===== config.mk =====
export PLATFORM = sky130hd
export DESIGN_NAME = tbcm_arbiter_requester
export DESIGN_NICKNAME = d
export VERILOG_FILES = /design/src/rtl/tbcm_arbiter_requester_pkg.sv /design/src/rtl/tbcm_sync_fifo.sv /design/src/rtl/tbcm_arbiter_requester.sv
export SDC_FILE = /design/constraint.sdc
export NUM_CORES = 1
export LEC_CHECK = 0
export ABC_AREA = 1
export CAP_MARGIN = 20
export CELL_PAD_IN_SITES_DETAIL_PLACEMENT = 1
export CELL_PAD_IN_SITES_GLOBAL_PLACEMENT = 1
export CORE_MARGIN = 2
export CORE_UTILIZATION = 30
export CTS_CLUSTER_SIZE = 14
export DETAILED_ROUTE_END_ITERATION = 7
export PLACE_DENSITY_LB_ADDON = 0.25
export SLEW_MARGIN = 25
export SYNTH_ARGS = -nofsm -noshare
export SYNTH_HDL_FRONTEND = slang
export SYNTH_SLANG_ARGS = --single-unit

===== constraint.sdc =====
create_clock -name clk -period 7.1 [get_ports clk]
set_clock_uncertainty 0.15 [all_clocks]
set_input_delay 1.42 -clock clk [delete_from_list [all_inputs] [get_ports clk]]
set_output_delay 1.42 -clock clk [all_outputs]
set_load 0.02 [all_outputs]

===== src/rtl/tbcm_arbiter_requester_pkg.sv =====
// Shared types for the arbiter requester agent: FSM encoding and the
// rule that decides which popped beat releases the grant.
package tbcm_arbiter_requester_pkg;

  typedef enum logic [1:0] {
    IDLE    = 2'd0,
    REQUEST = 2'd1,
    GRANTED = 2'd2
  } tbcm_arbiter_requester_state;

  // Packet mode releases only on the last beat; beat mode releases on every beat.
  function automatic logic free_beat(input logic last, input logic free_on_last);
    return !free_on_last || last;
  endfunction

endpackage


===== src/rtl/tbcm_sync_fifo.sv =====
// Single-clock FIFO with registered storage; the head is readable the cycle
// after its push, with no write-to-read bypass.
module tbcm_sync_fifo #(
  parameter int WIDTH = 33,
  parameter int DEPTH = 4
) (
  input  logic             clk,
  input  logic             rst_n,
  input  logic             push,
  input  logic [WIDTH-1:0] wdata,
  input  logic             pop,
  output logic [WIDTH-1:0] rdata,
  output logic             full,
  output logic             empty
);
  localparam int AW = $clog2(DEPTH);
  localparam int PW = AW + 1;

  logic [WIDTH-1:0] mem [DEPTH];
  logic [PW-1:0]    wr_ptr, rd_ptr;

  // Extra pointer MSB tells full from empty when the indices coincide.
  assign empty = (wr_ptr == rd_ptr);
  assign full  = (wr_ptr[AW-1:0] == rd_ptr[AW-1:0]) && (wr_ptr[AW] != rd_ptr[AW]);
  assign rdata = mem[rd_ptr[AW-1:0]];

  always_ff @(posedge clk or negedge rst_n) begin
    if (!rst_n) begin
      wr_ptr <= '0;
      rd_ptr <= '0;
    end else begin
      if (push) wr_ptr <= wr_ptr + PW'(1);
      if (pop)  rd_ptr <= rd_ptr + PW'(1);
    end
  end

  always_ff @(posedge clk) begin
    if (push) mem[wr_ptr[AW-1:0]] <= wdata;
  end

endmodule


===== src/rtl/tbcm_arbiter_requester.sv =====
// Requester-side agent for the matrix arbiter: buffers upstream beats,
// requests the shared channel, forwards while granted and pulses free.
module tbcm_arbiter_requester
  import tbcm_arbiter_requester_pkg::*;
#(
  parameter int DATA_WIDTH   = 32,
  parameter int DEPTH        = 4,
  parameter int FREE_ON_LAST = 1
) (
  input  logic                  clk,
  input  logic                  rst_n,
  input  logic                  i_valid,
  output logic                  o_ready,
  input  logic [DATA_WIDTH-1:0] i_data,
  input  logic                  i_last,
  output logic                  o_request,
  input  logic                  i_grant,
  output logic                  o_free,
  output logic                  o_valid,
  input  logic                  i_ready,
  output logic [DATA_WIDTH-1:0] o_data,
  output logic                  o_last,
  output logic                  o_busy
);
  tbcm_arbiter_requester_state state, state_nxt;

  logic full, empty, push, pop, grant_ok;
  logic [DATA_WIDTH:0] head;

  assign o_ready = !full;
  assign push    = i_valid && !full;

  tbcm_sync_fifo #(.WIDTH(DATA_WIDTH + 1), .DEPTH(DEPTH)) u_fifo (
    .clk   (clk),
    .rst_n (rst_n),
    .push  (push),
    .wdata ({i_last, i_data}),
    .pop   (pop),
    .rdata (head),
    .full  (full),
    .empty (empty)
  );

  assign o_last = head[DATA_WIDTH];
  assign o_data = head[DATA_WIDTH-1:0];

  // A grant seen in IDLE is ignored; REQUEST may forward in the grant cycle.
  assign grant_ok = (state != IDLE) && i_grant;
  assign o_valid  = grant_ok && !empty;
  assign pop      = o_valid && i_ready;
  assign o_free   = pop && free_beat(o_last, 1'(FREE_ON_LAST != 0));
  assign o_busy   = (state != IDLE);

  always_ff @(posedge clk or negedge rst_n) begin
    if (!rst_n) state <= IDLE;
    else        state <= state_nxt;
  end

  always_comb begin
    state_nxt = state;
    o_request = 1'b0;
    case (state)
      IDLE: begin
        if (!empty) state_nxt = REQUEST;
      end
      REQUEST: begin
        o_request = 1'b1;
        if (o_free)       state_nxt = IDLE;
        else if (i_grant) state_nxt = GRANTED;
      end
      GRANTED: begin
        o_request = 1'b1;
        if (o_free) state_nxt = IDLE;
      end
      default: state_nxt = IDLE;
    endcase
  end

endmodule

==> results of run 1 <==
Yosys cell counts, types with 2 or more instances:
| cell type | count | area [um2] |
|---|---|---|
| nand4_1 | 4 | 25.0 |
| inv_2 | 2 | 7.51 |
| o22ai_1 | 32 | 200 |
| nand3_4 | 2 | 35.0 |
| nor2_1 | 71 | 267 |
| a21oi_1 | 2 | 10.0 |
| dfrtp_1 | 8 | 200 |
| nand3_1 | 4 | 20.0 |
| ha_1 | 8 | 100 |
| clkbuf_1 | 13 | 48.8 |
| nand2_1 | 16 | 60.1 |
| inv_1 | 19 | 71.3 |
| buf_2 | 6 | 30.0 |
| xor2_1 | 4 | 35.0 |
| edfxtp_1 | 132 | 3960 |
| nand2_2 | 4 | 25.0 |
| nand2_4 | 2 | 22.5 |
| o21ai_0 | 64 | 320 |
through the flow:
step	util	instances	setup slack, ns
finish	0.394	720	2.46
global placement	0.363	688	2.51
detailed placement	0.363	688	2.47
floorplan	-	397	3.52
CTS	0.394	720	2.46
global route	0.394	720	2.38
cell families after synthesis:
group           after synthesis  share of synthesized area
buf+inv                      41                     0.0301
xor+xnor                      4                    0.00638
compound gates               98                     0.0967
fa+ha+maj                     8                     0.0182
flops                       140                      0.759
simple gates                106                     0.0898
power groups by stage:
stage / clock network, mW / registers [mW] / logic [mW]
CTS: 0.850 / 1.16 / 1.35
global placement: 0 / 1.16 / 1.33
global route: 0.888 / 1.17 / 1.44
finish: 0.830 / 1.15 / 1.32
detailed placement: 0 / 1.17 / 1.34
floorplan: 0 / 1.17 / 0.764
registers in the layout, summed over array words and instances, names as in the netlist:
| name | cells |
|---|---|
| state | 2 |
| u_fifo.mem | 132 |
| u_fifo.rd_ptr | 3 |
| u_fifo.wr_ptr | 3 |
worst paths after layout:
path                                    end  slack (ns)  cells past startpoint
max                                  o_free        2.46                      6
min                        u_fifo.wr_ptr[2]        0.35                      1
max reg2reg                u_fifo.wr_ptr[2]        4.68                      8
min reg2reg                u_fifo.wr_ptr[2]        0.35                      1
max in group asynchronous  u_fifo.rd_ptr[0]        5.35                      1
min in group asynchronous  u_fifo.wr_ptr[0]        1.15                      1
area by class of cell:
| type | count | area [um2] | share of cell area |
|---|---|---|---|
| clock inverters | 14 | 129 | 0.0182 |
| multi-input cells | 216 | 1180 | 0.167 |
| clock buffers | 18 | 429 | 0.0607 |
| flip-flops and latches | 140 | 4170 | 0.589 |
| well taps | 229 | 287 | 0.0405 |
| inverters | 21 | 78.8 | 0.0111 |
| repair buffers | 82 | 803 | 0.114 |
metal layers:
metal  GRT usage  up-vias
met4      0.0399        0
li1            -     1612
met3      0.0451        7
met1       0.168     1690
met5           0        -
met2       0.230       65
worst max-delay path, cell delays in order:
cell             delay (ns)
clkdlybuf4s50_1        0.48
inv_1                  0.06
nor2_1                 0.25
nand3_4                0.14
nor2_2                 0.12
clkdlybuf4s50_1        0.61
placed cells by master, fill, tap and decap left out, types with 3 or more instances in the layout:
| cell type | instances |
|---|---|
| edfxtp_1 | 132 |
| clkdlybuf4s50_1 | 75 |
| nor2_1 | 68 |
| o21ai_0 | 64 |
| o22ai_1 | 32 |
| inv_1 | 19 |
| clkbuf_16 | 17 |
| nand2_1 | 16 |
| ha_1 | 8 |
| buf_4 | 7 |
| dfrtp_1 | 7 |
| nand3_1 | 4 |
| nand2_2 | 4 |
| nor2_4 | 4 |
| xor2_1 | 4 |
| nand4_1 | 4 |
| clkinvlp_4 | 4 |
| clkinv_1 | 4 |
| clkinv_2 | 3 |
==> results.sh, run 1 <==
export IMPL_place_area_um2=6520
export IMPL_final_setup_viol_count=0
export IMPL_hold_violations=0
export IMPL_total_power_mw=3.30
export IMPL_drt_iter0_drc=117
export IMPL_period_needed_ns=4.64
export IMPL_synth_edff_count=132
export IMPL_post_cts_setup_buffer_count=0
export IMPL_timing_fmax_ghz=0.216
export IMPL_fill_cells=1868
export IMPL_critPathCaptureType="primary output"
export IMPL_outcome="finished, final reports clean"
export IMPL_top_layer="met4"
export IMPL_wl_met1_mm=5.76
export IMPL_num_io_pins=76
export IMPL_pwr_share_seq=0.350
export IMPL_n_antenna_cell=0
export IMPL_ys_seq_elements=140
export IMPL_cts_resized=0
export IMPL_clk_path_buf_depth=2
export IMPL_ys_warn_count=0
export IMPL_p_int_mw=2.10
export IMPL_hold_ws_ns=0.346
export IMPL_grt_max_degree=69
export IMPL_pwr_share_clk=0.251
export IMPL_synthDistinctLibCells=22
export IMPL_cp_startpoint="i_grant"
export IMPL_critPathMaxFanout=4
export IMPL_post_route_drc_count=0
export IMPL_dpl_hpwl_mm=7.12
export IMPL_drv_cap=0
export IMPL_p_sw_mw=1.20
export IMPL_synth_cells=397
export IMPL_slew_headroom=0.515
export IMPL_synth_area_per_cell_um2=13.8
export IMPL_area_delta_synth_final_pct=28.9
export IMPL_clockRootBuffer="clkbuf_16"
export IMPL_worstPathRequired_ns=5.53
export IMPL_synth_nets=443
export IMPL_critPathLaunchType="primary input"
export IMPL_ys_seq_area_frac=0.759
export IMPL_p_leak_nw=2.41
export IMPL_rsz0062_at_grt="no"
export IMPL_met2_length_mm=6.26
export IMPL_vias_per_cell=4.69
export IMPL_die_y_um=139
export IMPL_peakVddDrop_mv=0.203
export IMPL_wl_mm=12.6
export IMPL_die_w_um=139
export IMPL_clk_latency_ns=0.41
export IMPL_p_per_area_nw_per_um2=467
export IMPL_cts_tree="built"
export IMPL_start_util=0.305
export IMPL_period_share=0.654
export IMPL_p_sw_frac=0.364
export IMPL_cts_sinks=140
export IMPL_nets=524
export IMPL_r2r_start="u_fifo.rd_ptr[0]"
export IMPL_io_buffers=75
export IMPL_setup_tns_ns=0
export IMPL_critPathArrivalTime_ns=3.07
export IMPL_yosys_most_used_dff="edfxtp_1"
export IMPL_clk_pin_slew_ns=0.06
export IMPL_worstSetupPathType="primary input to primary output"
export IMPL_worst_pin_slew_ns=0.727
export IMPL_grt_pass1_wl_mm=20.1
export IMPL_slew_violations=0
export IMPL_p_comb_frac=0.399
export IMPL_min_from="u_fifo.wr_ptr[2]"
export IMPL_grt_pass1_vias=3602
export IMPL_rows=49
export IMPL_drtAntennaViolNets=0
export IMPL_hold_path_class="register to register"
export IMPL_routedWlPerCell_um=17.5
export IMPL_async_flop_share=0.0571
export IMPL_grt_ovfl_total=0
export IMPL_mappedNetlistArea_um2=5490
export IMPL_final_design_area_no_fill_um2=7070
export IMPL_design_core_area_um2=18000
export IMPL_cts_buffers=17
export IMPL_hold_buffers=0
export IMPL_antenna_found_initial=0
export IMPL_firstDrtPassIters=4
export IMPL_grt_usage=0.137
export IMPL_dieArea_um2=19400
export IMPL_dr_wl_met3_um=516
export IMPL_layout_drive_gt1_share=0.104
export IMPL_routabilityCongestion=0.761
export IMPL_num_vias=3374
export IMPL_h_tree_depth=4
No activity file was read; power rests on OpenSTA's default activity.
==> run 2: changes to the inputs <==
==> constraint.sdc (replaced) <==
create_clock -name clk -period 4.8 [get_ports clk]
set_clock_uncertainty 0.15 [all_clocks]
set_input_delay 0.96 -clock clk [delete_from_list [all_inputs] [get_ports clk]]
set_output_delay 0.96 -clock clk [all_outputs]
set_load 0.02 [all_outputs]
==> results.sh, run 2 (synthesized netlist as in run 1, its figures left out) <==
export IMPL_nets=525
export IMPL_setup_tns_ns=0
export IMPL_design_core_area_um2=18000
export IMPL_clockRootBuffer="clkbuf_16"
export IMPL_cts_tree="built"
export IMPL_slew_headroom=0.501
export IMPL_total_power_mw=4.89
export IMPL_routedWlPerCell_um=17.9
export IMPL_period_needed_ns=3.75
export IMPL_drv_cap=0
export IMPL_hold_depth=1
export IMPL_post_cts_setup_buffer_count=0
export IMPL_seq_area_um2=4170
export IMPL_period_share=0.781
export IMPL_drtAntennaViolNets=0
export IMPL_final_setup_viol_count=0
export IMPL_clk_path_buf_depth=2
export IMPL_dpl_hpwl_mm=7.69
export IMPL_hold_violations=0
export IMPL_min_from="u_fifo.wr_ptr[2]"
export IMPL_final_design_area_no_fill_um2=7080
export IMPL_p_per_area_nw_per_um2=691
export IMPL_cts_resized=0
export IMPL_num_vias=3418
export IMPL_hold_buffers=0
export IMPL_die_w_um=139
export IMPL_drt_iter0_drc=126
export IMPL_place_area_um2=6520
export IMPL_vias_per_cell=4.74
export IMPL_p_leak_nw=2.41
export IMPL_layout_common_cells="132 x edfxtp_1, 75 x clkdlybuf4s50_1, 68 x nor2_1, 64 x o21ai_0, 32 x o22ai_1"
export IMPL_largest_register_ffs=132
export IMPL_grt_ovfl_total=0
export IMPL_h_tree_depth=4
export IMPL_worstSetupPathType="primary input to primary output"
export IMPL_final_common_cell="edfxtp_1"
export IMPL_n_antenna_cell=0
export IMPL_grt_pass1_vias=3723
export IMPL_hold_path_class="register to register"
export IMPL_r2r_start="u_fifo.rd_ptr[0]"
export IMPL_whs_endpoint="u_fifo.wr_ptr[2]"
export IMPL_grt_pass1_wl_mm=20.8
export IMPL_layout_drive_gt1_share=0.106
export IMPL_grt_usage=0.143
export IMPL_critPathMaxFanout=4
export IMPL_num_io_pins=76
export IMPL_worstPathRequired_ns=3.69
export IMPL_start_util=0.305
export IMPL_fin_util=0.394
export IMPL_cts_buffers=17
export IMPL_die_y_um=139
export IMPL_rsz0062_at_grt="no"
export IMPL_firstDrtPassIters=4
export IMPL_grt_max_degree=69
export IMPL_r2r_end="u_fifo.mem[1][18]"
export IMPL_cts_sinks=140
export IMPL_multi_input_area_um2=1180
export IMPL_outcome="finished, final reports clean"
export IMPL_rows=49
export IMPL_post_route_drc_count=0
export IMPL_dieArea_um2=19400
export IMPL_critPathLaunchType="primary input"
export IMPL_routabilityCongestion=0.707
export IMPL_fill_cells=1864
export IMPL_wl_mm=12.9
export IMPL_clk_latency_ns=0.41
export IMPL_worst_pin_slew_ns=0.749
export IMPL_timing_fmax_ghz=0.267
export IMPL_slew_violations=0
export IMPL_critPathCaptureType="primary output"
export IMPL_io_buffers=75
export IMPL_rrSetupSlack_ns=2.11
export IMPL_peakVddDrop_mv=0.403
export IMPL_area_delta_synth_final_pct=29.0
export IMPL_r2r_cells=7
export IMPL_clk_pin_slew_ns=0.06
export IMPL_antenna_found_initial=0
export IMPL_critPathArrivalTime_ns=2.64
## run 2: cell count changes in the layout (fill, tap and decap cells not counted)
cell | before | now
inv_6 | 0 | 1
buf_4 | 7 | 8
clkinv_1 | 4 | 2
clkinvlp_4 | 4 | 3
clkbuf_1 | 1 | 3
## run 2: where the power goes
| group | total (mW) | internal [mW] | switching [mW] |
|---|---|---|---|
| registers | 1.71 | 1.64 | 0.0729 |
| logic | 1.95 | 0.720 | 1.23 |
| clock network | 1.23 | 0.759 | 0.473 |
## run 2: worst max-delay path by stage
stage,from,to,depth (start not counted)
after floorplan,i_valid,u_fifo.mem[0][0],2
after global placement,i_grant,o_free,6
after detailed placement,i_grant,o_free,6
after CTS,u_fifo.rd_ptr[0],o_data[13],5
after global routing,u_fifo.rd_ptr[0],o_data[13],5
final,i_grant,o_free,6
## run 2: layer usage
| layer | routed length, um | track usage | share of wire | vias to the layer above |
|---|---|---|---|---|
| li1 | - | - | - | 1618 |
| met1 | 5810 | 0.176 | 0.45 | 1719 |
| met2 | 6410 | 0.241 | 0.50 | 62 |
| met3 | 405 | 0.0299 | 0.031 | 19 |
| met4 | 255 | 0.0654 | 0.020 | 0 |
| met5 | 0 | 0 | 0 | - |
## run 2: critical path, stage by stage
cell and delay (ns):
clkdlybuf4s50_1 0.49, inv_1 0.07, nor2_1 0.26, nand3_4 0.14, nor2_2 0.12, clkdlybuf4s50_1 0.61
## run 2: stage by stage
| step | hold WS, ns | setup slack, ns | std cells |
|---|---|---|---|
| after global placement | 0.343 | 1.12 | 689 |
| after floorplan | 0.313 | 1.79 | 397 |
| after global routing | 0.380 | 0.840 | 721 |
| after CTS | 0.358 | 1.00 | 721 |
| after detailed placement | 0.351 | 1.06 | 689 |
| final | 0.348 | 1.05 | 721 |
## run 2: layout make-up
type / instances / share of cell area
Clock buffer: 20 / 0.0617
Timing Repair Buffer: 83 / 0.114
Multi-Input combinational cell: 216 / 0.167
Sequential cell: 140 / 0.588
Tap cell: 229 / 0.0405
Clock inverter: 12 / 0.0173
Inverter: 21 / 0.0111
==> run 3: changes to the inputs <==
==> constraint.sdc (replaced) <==
create_clock -name clk -period 3.7 [get_ports clk]
set_clock_uncertainty 0.15 [all_clocks]
set_input_delay 0.74 -clock clk [delete_from_list [all_inputs] [get_ports clk]]
set_output_delay 0.74 -clock clk [all_outputs]
set_load 0.02 [all_outputs]
==> results.sh, run 3 (synthesized netlist as in run 1, its figures left out) <==
export IMPL_grt_max_degree=36
export IMPL_num_io_pins=76
export IMPL_io_buffers=75
export IMPL_cts_buffers=17
export IMPL_critPathCaptureType="primary output"
export IMPL_hold_path_class="register to register"
export IMPL_clk_latency_ns=0.41
export IMPL_place_inst=691
export IMPL_firstDrtPassIters=4
export IMPL_die_w_um=139
export IMPL_rows=49
export IMPL_grt_pass1_wl_mm=20.6
export IMPL_cts_sinks=140
export IMPL_routedWlPerCell_um=18.0
export IMPL_critPathArrivalTime_ns=2.54
export IMPL_grt_usage=0.141
export IMPL_slew_violations=0
export IMPL_cts_tree="built"
export IMPL_area_delta_synth_final_pct=29.7
export IMPL_clockRootBuffer="clkbuf_16"
export IMPL_num_vias=3421
export IMPL_slew_headroom=0.553
export IMPL_p_leak_nw=2.43
export IMPL_fill_cells=1881
export IMPL_period_share=0.926
export IMPL_worstPathRequired_ns=2.81
export IMPL_clk_pin_slew_ns=0.05
export IMPL_peakVddDrop_mv=0.382
export IMPL_drtAntennaViolNets=0
export IMPL_place_area_um2=6590
export IMPL_fin_cells=723
export IMPL_final_design_area_no_fill_um2=7120
export IMPL_design_core_area_um2=18000
export IMPL_crit_family="buffers and inverters"
export IMPL_hold_buffers=0
export IMPL_period_needed_ns=3.43
export IMPL_outcome="finished, final reports clean"
export IMPL_nets=527
export IMPL_timing_fmax_ghz=0.292
export IMPL_grt_pass1_vias=3720
export IMPL_worstSetupPathType="register to primary output"
export IMPL_wl_mm=13.0
export IMPL_crit_path_max_incr_delay_ns=0.66
export IMPL_layout_drive_gt1_share=0.105
export IMPL_setup_tns_ns=0
export IMPL_grt_ovfl_total=0
export IMPL_n_antenna_cell=0
export IMPL_cts_resized=0
export IMPL_largest_register_ffs=132
export IMPL_drt_iter0_drc=145
export IMPL_pre_cts_ws_ns=0.407
export IMPL_antenna_found_initial=0
export IMPL_dpl_hpwl_mm=7.94
export IMPL_routabilityCongestion=0.721
export IMPL_critPathLaunchType="register"
export IMPL_p_per_area_nw_per_um2=893
export IMPL_cp_slowest_cell="clkdlybuf4s50_1"
export IMPL_worst_pin_slew_ns=0.671
export IMPL_path_cells="inv_2, buf_12, o21ai_0, o22ai_1, clkdlybuf4s50_1"
export IMPL_rsz0062_at_grt="no"
export IMPL_post_route_drc_count=0
export IMPL_layout_common_cells="132 x edfxtp_1, 75 x clkdlybuf4s50_1, 68 x nor2_1, 64 x o21ai_0, 32 x o22ai_1"
export IMPL_hold_violations=0
export IMPL_critPathMaxFanout=34
export IMPL_final_common_cell="edfxtp_1"
export IMPL_worst_slack_ns=0.275
export IMPL_vias_per_cell=4.73
export IMPL_dieArea_um2=19400
export IMPL_clk_path_buf_depth=2
export IMPL_die_y_um=139
export IMPL_path_buf_inv=3
export IMPL_post_cts_setup_buffer_count=0
export IMPL_start_util=0.305
export IMPL_final_setup_viol_count=0
export IMPL_drv_cap=0
export IMPL_h_tree_depth=4
[run 3: cell count changes in the layout (fill, tap and decap cells not counted), sizes merged]
cell | previous run | this run
clkinv | 6 | 8
bufinv | 2 | 1
inv | 22 | 24
clkinvlp | 3 | 1
clkbuf | 20 | 19
buf | 8 | 10
[run 3: power by group]
| part | switching, mW | leakage [nW] | internal, mW |
|---|---|---|---|
| logic | 1.63 | 0.871 | 0.988 |
| clock network | 0.615 | 0.259 | 0.913 |
| registers | 0.0959 | 1.30 | 2.12 |
[run 3: layout make-up]
| class | count | area, um2 | share of cell area |
|---|---|---|---|
| flip-flops and latches | 140 | 4170 | 0.585 |
| multi-input cells | 216 | 1180 | 0.166 |
| repair buffers | 85 | 876 | 0.123 |
| clock buffers | 19 | 433 | 0.0608 |
| well taps | 229 | 287 | 0.0403 |
| clock inverters | 13 | 97.6 | 0.0137 |
| inverters | 21 | 78.8 | 0.0111 |
[run 3: final timing paths]
| path | start | to | slack [ns] | depth (start not counted) |
|---|---|---|---|---|
| min reg2reg | u_fifo.wr_ptr[2] | u_fifo.wr_ptr[2] | 0.34 | 1 |
| max in group asynchronous | rst_n | u_fifo.rd_ptr[0] | 2.60 | 1 |
| max | u_fifo.rd_ptr[0] | o_data[14] | 0.27 | 5 |
| min | u_fifo.wr_ptr[2] | u_fifo.wr_ptr[2] | 0.34 | 1 |
| max reg2reg | u_fifo.rd_ptr[0] | u_fifo.mem[3][6] | 1.35 | 7 |
| min in group asynchronous | rst_n | state[1] | 0.47 | 1 |
[run 3: routing by layer]
layer / vias up / GRT usage / routed length [um]
li1: 1622 / - / -
met1: 1725 / 0.172 / 5890
met2: 63 / 0.240 / 6490
met3: 11 / 0.0440 / 483
met4: 0 / 0.0420 / 131
met5: - / 0 / 0
[run 3: stage by stage]
stage	total power [mW]	util	hold slack [ns]
after floorplan	3.70	-	0.294
after global placement	4.85	0.367	0.334
after detailed placement	4.92	0.367	0.336
after CTS	6.47	0.396	0.347
after global routing	6.74	0.396	0.375
final	6.36	0.396	0.341
